File: config.mk
export PLATFORM = sky130hd
export DESIGN_NAME = au_accum
export DESIGN_NICKNAME = d
export VERILOG_FILES = /design/src/rtl/au_accum.sv
export SDC_FILE = /design/constraint.sdc
export NUM_CORES = 1
export LEC_CHECK = 0
export ABC_AREA = 1
export ABC_CLOCK_PERIOD_IN_PS = 4600
export CAP_MARGIN = 40
export CORE_ASPECT_RATIO = 0.6
export CORE_MARGIN = 4
export CORE_UTILIZATION = 49
export CTS_BUF_LIST = sky130_fd_sc_hd__clkbuf_4
export CTS_CLUSTER_SIZE = 30
export DETAILED_ROUTE_END_ITERATION = 8
export MAX_ROUTING_LAYER = met4
export PLACE_DENSITY = 0.82
export SETUP_SLACK_MARGIN = 0.05
export SKIP_LAST_GASP = 1
export SLEW_MARGIN = 20
export SYNTH_ARGS = -nofsm -noshare
export SYNTH_HDL_FRONTEND = slang
export SYNTH_SLANG_ARGS = --single-unit
File: constraint.sdc
create_clock -name clk -period 4.6 [get_ports clk]
set_input_delay 0.92 -clock clk [delete_from_list [all_inputs] [get_ports clk]]
set_output_delay 0.92 -clock clk [all_outputs]
set_load 0.01 [all_outputs]
File: src/rtl/au_accum.sv
// Registered accumulator closed around a combinational adder-subtractor,
// with valid/ready on both sides, sticky signed overflow and a saturating sample count.

module au_addsub #(
    parameter int WIDTH = 8,
    parameter int ARCH  = 0
) (
    input  logic [WIDTH-1:0] a_i,
    input  logic [WIDTH-1:0] b_i,
    input  logic             sub_i,
    output logic [WIDTH-1:0] s_o
);
    // Only the carries into bits 1..WIDTH-1 are needed; the carry-out is dropped.
    localparam int N   = WIDTH - 1;
    localparam int LVL = $clog2(N);

    logic [WIDTH-1:0] bx_s;
    logic [WIDTH-1:0] p_s;
    logic [N-1:0]     g_s;
    logic [N-1:0]     pl_s;
    logic [N-1:0]     grp_s;

    assign bx_s = b_i ^ {WIDTH{sub_i}};
    assign p_s  = a_i ^ bx_s;
    assign pl_s = p_s[N-1:0];

    // Bit-level generate, with the subtract carry-in folded into bit 0.
    always_comb begin
        g_s    = a_i[N-1:0] & bx_s[N-1:0];
        g_s[0] = (a_i[0] & bx_s[0]) | (p_s[0] & sub_i);
    end

    generate
        if (ARCH == 1) begin : g_ks
            // Kogge-Stone prefix tree: every position combines at each distance.
            always_comb begin : p_ks
                logic [N-1:0] gv, pv, gn, pn;
                int d;
                int j;
                gv = g_s;
                pv = pl_s;
                gn = g_s;
                pn = pl_s;
                d  = 32'sd1;
                j  = 32'sd0;
                for (int k = 0; k < LVL; k++) begin
                    for (int i = 0; i < N; i++) begin
                        j = (i >= d) ? (i - d) : i;
                        if (i >= d) begin
                            gn[i] = gv[i] | (pv[i] & gv[j]);
                            pn[i] = pv[i] & pv[j];
                        end else begin
                            gn[i] = gv[i];
                            pn[i] = pv[i];
                        end
                    end
                    gv = gn;
                    pv = pn;
                    d  = d * 32'sd2;
                end
                grp_s = gv;
            end
        end else if (ARCH == 2) begin : g_sk
            // Sklansky divide-and-conquer: upper half of each block takes the lower half's group.
            always_comb begin : p_sk
                logic [N-1:0] gv, pv, gn, pn;
                int d;
                int j;
                gv = g_s;
                pv = pl_s;
                gn = g_s;
                pn = pl_s;
                d  = 32'sd1;
                j  = 32'sd0;
                for (int k = 0; k < LVL; k++) begin
                    for (int i = 0; i < N; i++) begin
                        j = i - (i % d) - 32'sd1;
                        if (((i / d) % 32'sd2) == 32'sd1) begin
                            gn[i] = gv[i] | (pv[i] & gv[j]);
                            pn[i] = pv[i] & pv[j];
                        end else begin
                            gn[i] = gv[i];
                            pn[i] = pv[i];
                        end
                    end
                    gv = gn;
                    pv = pn;
                    d  = d * 32'sd2;
                end
                grp_s = gv;
            end
        end else begin : g_rc
            // Ripple carry chain.
            always_comb begin : p_rc
                logic [N-1:0] gv;
                gv    = g_s;
                gv[0] = g_s[0];
                for (int i = 1; i < N; i++) begin
                    gv[i] = g_s[i] | (pl_s[i] & gv[i-1]);
                end
                grp_s = gv;
            end
        end
    endgenerate

    assign s_o = p_s ^ {grp_s, sub_i};

endmodule

module au_accum #(
    parameter int WIDTH = 8,
    parameter int ARCH  = 0,
    parameter int CNT_W = 8
) (
    input  logic             clk,
    input  logic             rst_n,
    input  logic             clr,
    input  logic             in_valid,
    output logic             in_ready,
    input  logic [WIDTH-1:0] din,
    input  logic             add_sub,
    output logic             out_valid,
    input  logic             out_ready,
    output logic [WIDTH-1:0] acc,
    output logic             ovf,
    output logic [CNT_W-1:0] cnt
);
    localparam logic [CNT_W-1:0] CNT_MAX = {CNT_W{1'b1}};
    localparam int               MSB     = WIDTH - 1;

    logic [WIDTH-1:0] acc_q, acc_d;
    logic [WIDTH-1:0] sum_s;
    logic [CNT_W-1:0] cnt_q, cnt_d;
    logic             ovf_q, ovf_d;
    logic             vld_q, vld_d;
    logic             accept_s;
    logic             v_s;

    au_addsub #(
        .WIDTH (WIDTH),
        .ARCH  (ARCH)
    ) u_addsub (
        .a_i   (acc_q),
        .b_i   (din),
        .sub_i (add_sub),
        .s_o   (sum_s)
    );

    // A full output stage still accepts when it is being drained this cycle.
    assign in_ready = ~clr & (~vld_q | out_ready);
    assign accept_s = in_valid & in_ready;

    // Signed overflow of the current operation, from operand and result signs.
    always_comb begin
        v_s = 1'b0;
        if (add_sub) begin
            v_s = (acc_q[MSB] != din[MSB]) & (sum_s[MSB] != acc_q[MSB]);
        end else begin
            v_s = (acc_q[MSB] == din[MSB]) & (sum_s[MSB] != acc_q[MSB]);
        end
    end

    // Next state: clear wins, then accept, then output consumption.
    always_comb begin
        acc_d = acc_q;
        cnt_d = cnt_q;
        ovf_d = ovf_q;
        vld_d = vld_q;
        if (clr) begin
            acc_d = {WIDTH{1'b0}};
            cnt_d = {CNT_W{1'b0}};
            ovf_d = 1'b0;
            vld_d = 1'b0;
        end else if (accept_s) begin
            acc_d = sum_s;
            ovf_d = ovf_q | v_s;
            vld_d = 1'b1;
            if (cnt_q != CNT_MAX) begin
                cnt_d = cnt_q + CNT_W'(1'b1);
            end else begin
                cnt_d = cnt_q;
            end
        end else if (vld_q & out_ready) begin
            vld_d = 1'b0;
        end else begin
            vld_d = vld_q;
        end
    end

    // State registers.
    always_ff @(posedge clk or negedge rst_n) begin
        if (!rst_n) begin
            acc_q <= {WIDTH{1'b0}};
            cnt_q <= {CNT_W{1'b0}};
            ovf_q <= 1'b0;
            vld_q <= 1'b0;
        end else begin
            acc_q <= acc_d;
            cnt_q <= cnt_d;
            ovf_q <= ovf_d;
            vld_q <= vld_d;
        end
    end

    assign acc       = acc_q;
    assign cnt       = cnt_q;
    assign ovf       = ovf_q;
    assign out_valid = vld_q;

endmodule

# == Word-level counts from Yosys, hierarchy flattened ==
# Cells that the tools add are included.
# W data, S select, Z words.
# op_classes
n_addsub,1
reduce_logical,4
n_mux,11
n_bitwise,28
eq_ne,4
# ops
cell,n
$mux W8,5
$xor A8 B8 Y8,3
$and A1 B1 Y1,13
$or A1 B1 Y1,9
$add A8 B1 Y8 const B,1
$ne A8 B8 Y1 const B,1
$and A7 B7 Y7,1
$mux W1,6
$reduce_bool A2 Y1,2
$reduce_bool A3 Y1,1
$ne A1 B1 Y1,2
$not A1 Y1,2
$reduce_and A2 Y1,1
$eq A1 B1 Y1,1
# word_totals
input_bits,14
output_inout_bits,19
elab_cells,52
regBits,18

# == Depth between registers and ports, before layout ==
# depth
depth_word,23
mapped_depth,12
mapped_depth_nobuf,11

# == Modules after synthesis ==
# From an unflattened synthesis, not the netlist that was laid out.
# hier_totals
cells_unflattened,154
hier_area_um2,1249.9
# by_module_without_submodules
mod,area_each_um2,seq_area_each_um2,n_inst,cells_each
au_accum,942.2,450.4,1,113
au_addsub,307.8,0.0,1,41

# == Worst setup path before layout ==
# OpenSTA, ideal clock, no wires.
# synth_timing
kind,in2reg
start,input add_sub
end,register acc_q[7] (netlist: acc[7])
t_required_ns,4.483
stages,11
arrival_time_ns,3.876
path_buffers,1
slack_ns,0.606
setup_time_ns,0.117
path_cell_list,buf_2 > xor2_1 > fa_1 > fa_1 > fa_1 > fa_1 > fa_1 > fa_1 > nand3b_1 > nand3_1 > nand2_1
# synth_between
elab_chain_len,19
word_cells_on_any_way,21
cone_classes,2 x mux; 19 x bitwise
# synth_lines
item,line,rtl
"start, declared",121,"input logic add_sub,"
$xor A8 B8 Y8,23,assign bx_s = b_i ^ {WIDTH{sub_i}};
$xor A8 B8 Y8,24,assign p_s = a_i ^ bx_s;
$and A1 B1 Y1,30,g_s[0] = (a_i[0] & bx_s[0]) | (p_s[0] & sub_i);
$or A1 B1 Y1,30,
$and A1 B1 Y1,99,gv[i] = g_s[i] | (pl_s[i] & gv[i-1]);
$or A1 B1 Y1,99,
$and A1 B1 Y1,99,
$or A1 B1 Y1,99,
[... 3 more ...],n/a,
$or A1 B1 Y1,99,
$and A1 B1 Y1,99,
$or A1 B1 Y1,99,
$and A1 B1 Y1,99,
$or A1 B1 Y1,99,
$xor A8 B8 Y8 *,106,"assign s_o = p_s ^ {grp_s, sub_i};"
$mux W8 *,174,end else if (accept_s) begin
$mux W8 *,169,if (clr) begin
"end signal, assigned",193,acc_q <= {WIDTH{1'b0}};
"end, declared",131,"logic [WIDTH-1:0] acc_q, acc_d;"
# Every way passes the cells marked *; elsewhere a longest branch is shown, timed or not. The select of a mux whose other input is x is not followed.
# A chain may end at the register's enable or synchronous reset.

# == Final worst setup path ==
# layout_timing
start,input add_sub
end,register ovf_q (netlist: ovf)
# layout_between
elab_chain_len,23
word_cells_on_any_way,26
cone_classes,1 x eq/ne; 3 x mux; 22 x bitwise
# layout_lines
item,line,rtl
$xor A8 B8 Y8,23,
$xor A8 B8 Y8,24,
$and A1 B1 Y1,30,
$or A1 B1 Y1,30,
$and A1 B1 Y1,99,
$or A1 B1 Y1,99,
$and A1 B1 Y1,99,
$or A1 B1 Y1,99,
[... 7 more ...],n/a,
$or A1 B1 Y1,99,
$xor A8 B8 Y8,106,
$ne A1 B1 Y1,"157, 159",
"$and A1 B1 Y1, on equally long branches","159, 157",
$mux W1 *,156,if (add_sub) begin
$or A1 B1 Y1 *,176,ovf_d = ovf_q | v_s;
$mux W1 *,174,
$mux W1 *,169,
"end signal, assigned",200,ovf_q <= ovf_d;
"end, declared",134,"logic ovf_q, ovf_d;"
# Marks and branches as above.

==> results <==
-- power by group through the flow --
stage                     clock network (mW)  logic [mW]  registers, mW
after floorplan                            0      0.0618          0.197
after global placement                     0       0.122          0.192
after detailed placement                   0       0.129          0.192
after CTS                             0.0838       0.129          0.189
after global routing                  0.0942       0.139          0.192
final                                 0.0803       0.128          0.189
-- area by class of cell --
class	count	area share [%]
inverters	14	3.382
multi-input cells	95	41.47
clock buffers	3	1.449
well taps	30	2.415
repair buffers	34	22.06
flip-flops and latches	18	28.99
clock inverters	1	0.2415
-- synthesized netlist by cell type --
cell type  instances  area, µm²
nand2_1           30      112.6
dfrtp_1           18      450.4
nand3_1           12      60.06
nor2_1            12      45.04
inv_1             11      41.29
xor2_1             8      70.07
a22o_1             6      52.55
fa_1               6      120.1
o21ai_2            4      35.03
inv_2              3      11.26
nand2_2            3      18.77
o21ai_0            2      10.01
o21bai_1           2      15.01
a21oi_1            1      5.000
a21oi_4            1      16.27
buf_12             1      20.02
buf_2              1      5.000
ha_1               1      12.51
nand2_4            1      11.26
nand3b_1           1      7.510
nand4_4            1      21.27
nor2_4             1      11.26
o21ai_1            1      5.000
o22ai_1            1      6.260
xnor2_1            1      8.760
-- sequential cells by signal (all words and copies together) (netlist names) --
name / count
cnt: 8
acc: 8
ovf: 1
out_valid: 1
-- layer usage --
metal	vias to the layer above	global-route usage [%]	share of wire, %
met4	0	2.996	1.5
met1	481	25.24	49
li1	492	-	-
met2	44	27.55	42
met5	-	-	0
met3	8	5.947	7.2
-- worst register-to-register path: stages, from the launching register on --
cell     delay [ns]
dfrtp_1        0.42
inv_1          0.08
a21oi_1        0.08
fa_1           0.40
fa_1           0.40
fa_1           0.38
fa_1           0.39
fa_1           0.38
fa_1           0.42
xor2_1         0.15
nand2_1        0.06
o21ai_0        0.14
-- worst max-delay path by stage --
stage	start	endpoint	slack (ns)	cells after the start
floorplan	add_sub	acc[7]	0.61	11
global placement	add_sub	acc[7]	0.24	11
detailed placement	add_sub	ovf	0.11	11
CTS	add_sub	ovf	0.45	11
global route	add_sub	ovf	0.28	11
finish	add_sub	ovf	0.42	11
-- cell families after synthesis --
| group | Yosys count | share of synthesized area, % |
|---|---|---|
| AOI/OAI and AO/OA | 18 | 12.38 |
| xor gates and xnor gates | 9 | 6.724 |
| adders and majority gates | 7 | 11.31 |
| buffers and inverters | 16 | 6.616 |
| DFF | 18 | 38.42 |
| and+or+nand+nor | 61 | 24.55 |
-- metrics by stage --
stage                     instance area (µm²)  instances  setup slack (ns)
after global routing                     1554        195            0.2818
after CTS                                1554        195            0.4471
after floorplan                          1172        129            0.6064
after detailed placement                 1528        191            0.1126
after global placement                   1513        190            0.2380
final                                    1554        195            0.4209
==> impl_metrics.json <==
{
  "post_drt_wl_per_cell_um": 13.74,
  "grt-ovfl-total": 0,
  "postCtsHoldBufs": 0,
  "p_clk_share_pct": 20.2,
  "die_height_um": 45.89,
  "cp_data_required_time_ns": 4.81,
  "startpoint_type": "primary input",
  "ir_drop_mv": 0.1390,
  "antenna_found_initial": 0,
  "rsz0062_at_grt": "no",
  "drcViolationCount": 0,
  "period_share_pct": 90.85,
  "critPathBufInv": 1,
  "rows": 13,
  "finalSetupViolCount": 0,
  "setup-tns-final_ns": 0,
  "clk_path_buf_depth": 2,
  "avgSynthCellArea_um2": 9.088,
  "place_hpwl_um": 2114,
  "cts_buffers": 3,
  "total_leakage_power_nw": 0.7130,
  "switching_share_pct": 31.38,
  "first_global_vias": 990,
  "initial_core_util_pct": 53.00,
  "slew_violations": 0,
  "antenna_left": 0,
  "max_slew.worst_pin.slew_ns": 0.2753,
  "layout.cells.most_common": "clkdlybuf4s50_1",
  "core_area_um2": 2212,
  "p_per_area_nw_per_um2": 256.3,
  "multiInputGateArea_um2": 644.4,
  "ys_seq_area_share_pct": 38.42,
  "seqPwrFrac_pct": 47.6,
  "finalHoldViolations": 0,
  "arrival_ns": 4.39,
  "hold_end": "ovf",
  "cts-htree-levels": 1,
  "relSlewSlack_pct": 81.59,
  "cts_root_buffer": "clkbuf_4",
  "whs_path_depth": 2,
  "whs_ns": 0.5432,
  "synth-seq-cells": 18,
  "area_growth_pct": 32.55,
  "grt_use_total_pct": 18.53,
  "drv_cap": 0,
  "status": "complete, no violations",
  "path_delay_family": "adder cells",
  "diodes": 0,
  "clk_pin_slew_ns": 0.09,
  "cp-end-kind": "flop",
  "crit_type": "primary input to flop",
  "p_int_uw": 273.3,
  "ys_warn_count": 0,
  "viasPerCell": 5.256,
  "grt_max_degree": 16,
  "syn-num-nets": 150,
  "cts.sinks": 18,
  "cp_max_fo": 3,
  "holdCritStartpoint": "ovf",
  "rrSetupSlack_ns": 1.21,
  "min_path_type": "flop to flop",
  "drive_gt1_share_pct": 11.52,
  "num-fill-cells": 180,
  "post_cts_buffers": 0,
  "dieArea_um2": 3265,
  "finClkSkew_ns": 0.01196,
  "die_w_um": 71.15,
  "most-common-layout-cells": "32 x clkdlybuf4s50_1, 30 x nand2_1, 18 x dfrtp_1",
  "syn_area_um2": 1172,
  "synth.distinct_cells": 25,
  "p_sw_uw": 125.0,
  "first_pass_iters": 4,
  "regToRegEndpoint": "ovf",
  "reg2reg_depth": 11,
  "clk_latency_ns": 0.30,
  "syn-instance-count": 129,
  "postCtsResizedCells": 0,
  "nNetsFinal": 187,
  "worstPathCellList": "clkdlybuf4s50_1 > xor2_1 > fa_1 > fa_1 > fa_1 > fa_1 > fa_1 > fa_1 > xor2_1 > nand2_1 > o21ai_0",
  "cpMostUsedCell": "fa_1",
  "routabilityCongestion": 0.8220,
  "fin_crit_ns": 4.179,
  "utilization_pct": 70.25,
  "io_buffers": 32,
  "p_comb_share_pct": 32.3,
  "reg2reg_from": "acc[0]",
  "ff_latch_area_um2": 450.4,
  "cts_tree": "yes",
  "fmax_mhz": 239.3,
  "finalPower_uw": 398.2,
  "slowest_stage": "clkdlybuf4s50_1",
  "num_vias": 1025,
  "grt_pass1_wl_um": 4478,
  "io_pins": 33,
  "slowest_delay_ns": 0.49,
  "totalWireLength_um": 2680,
  "first_iter_violations": 73
}
(Power assumes the default switching activity.)
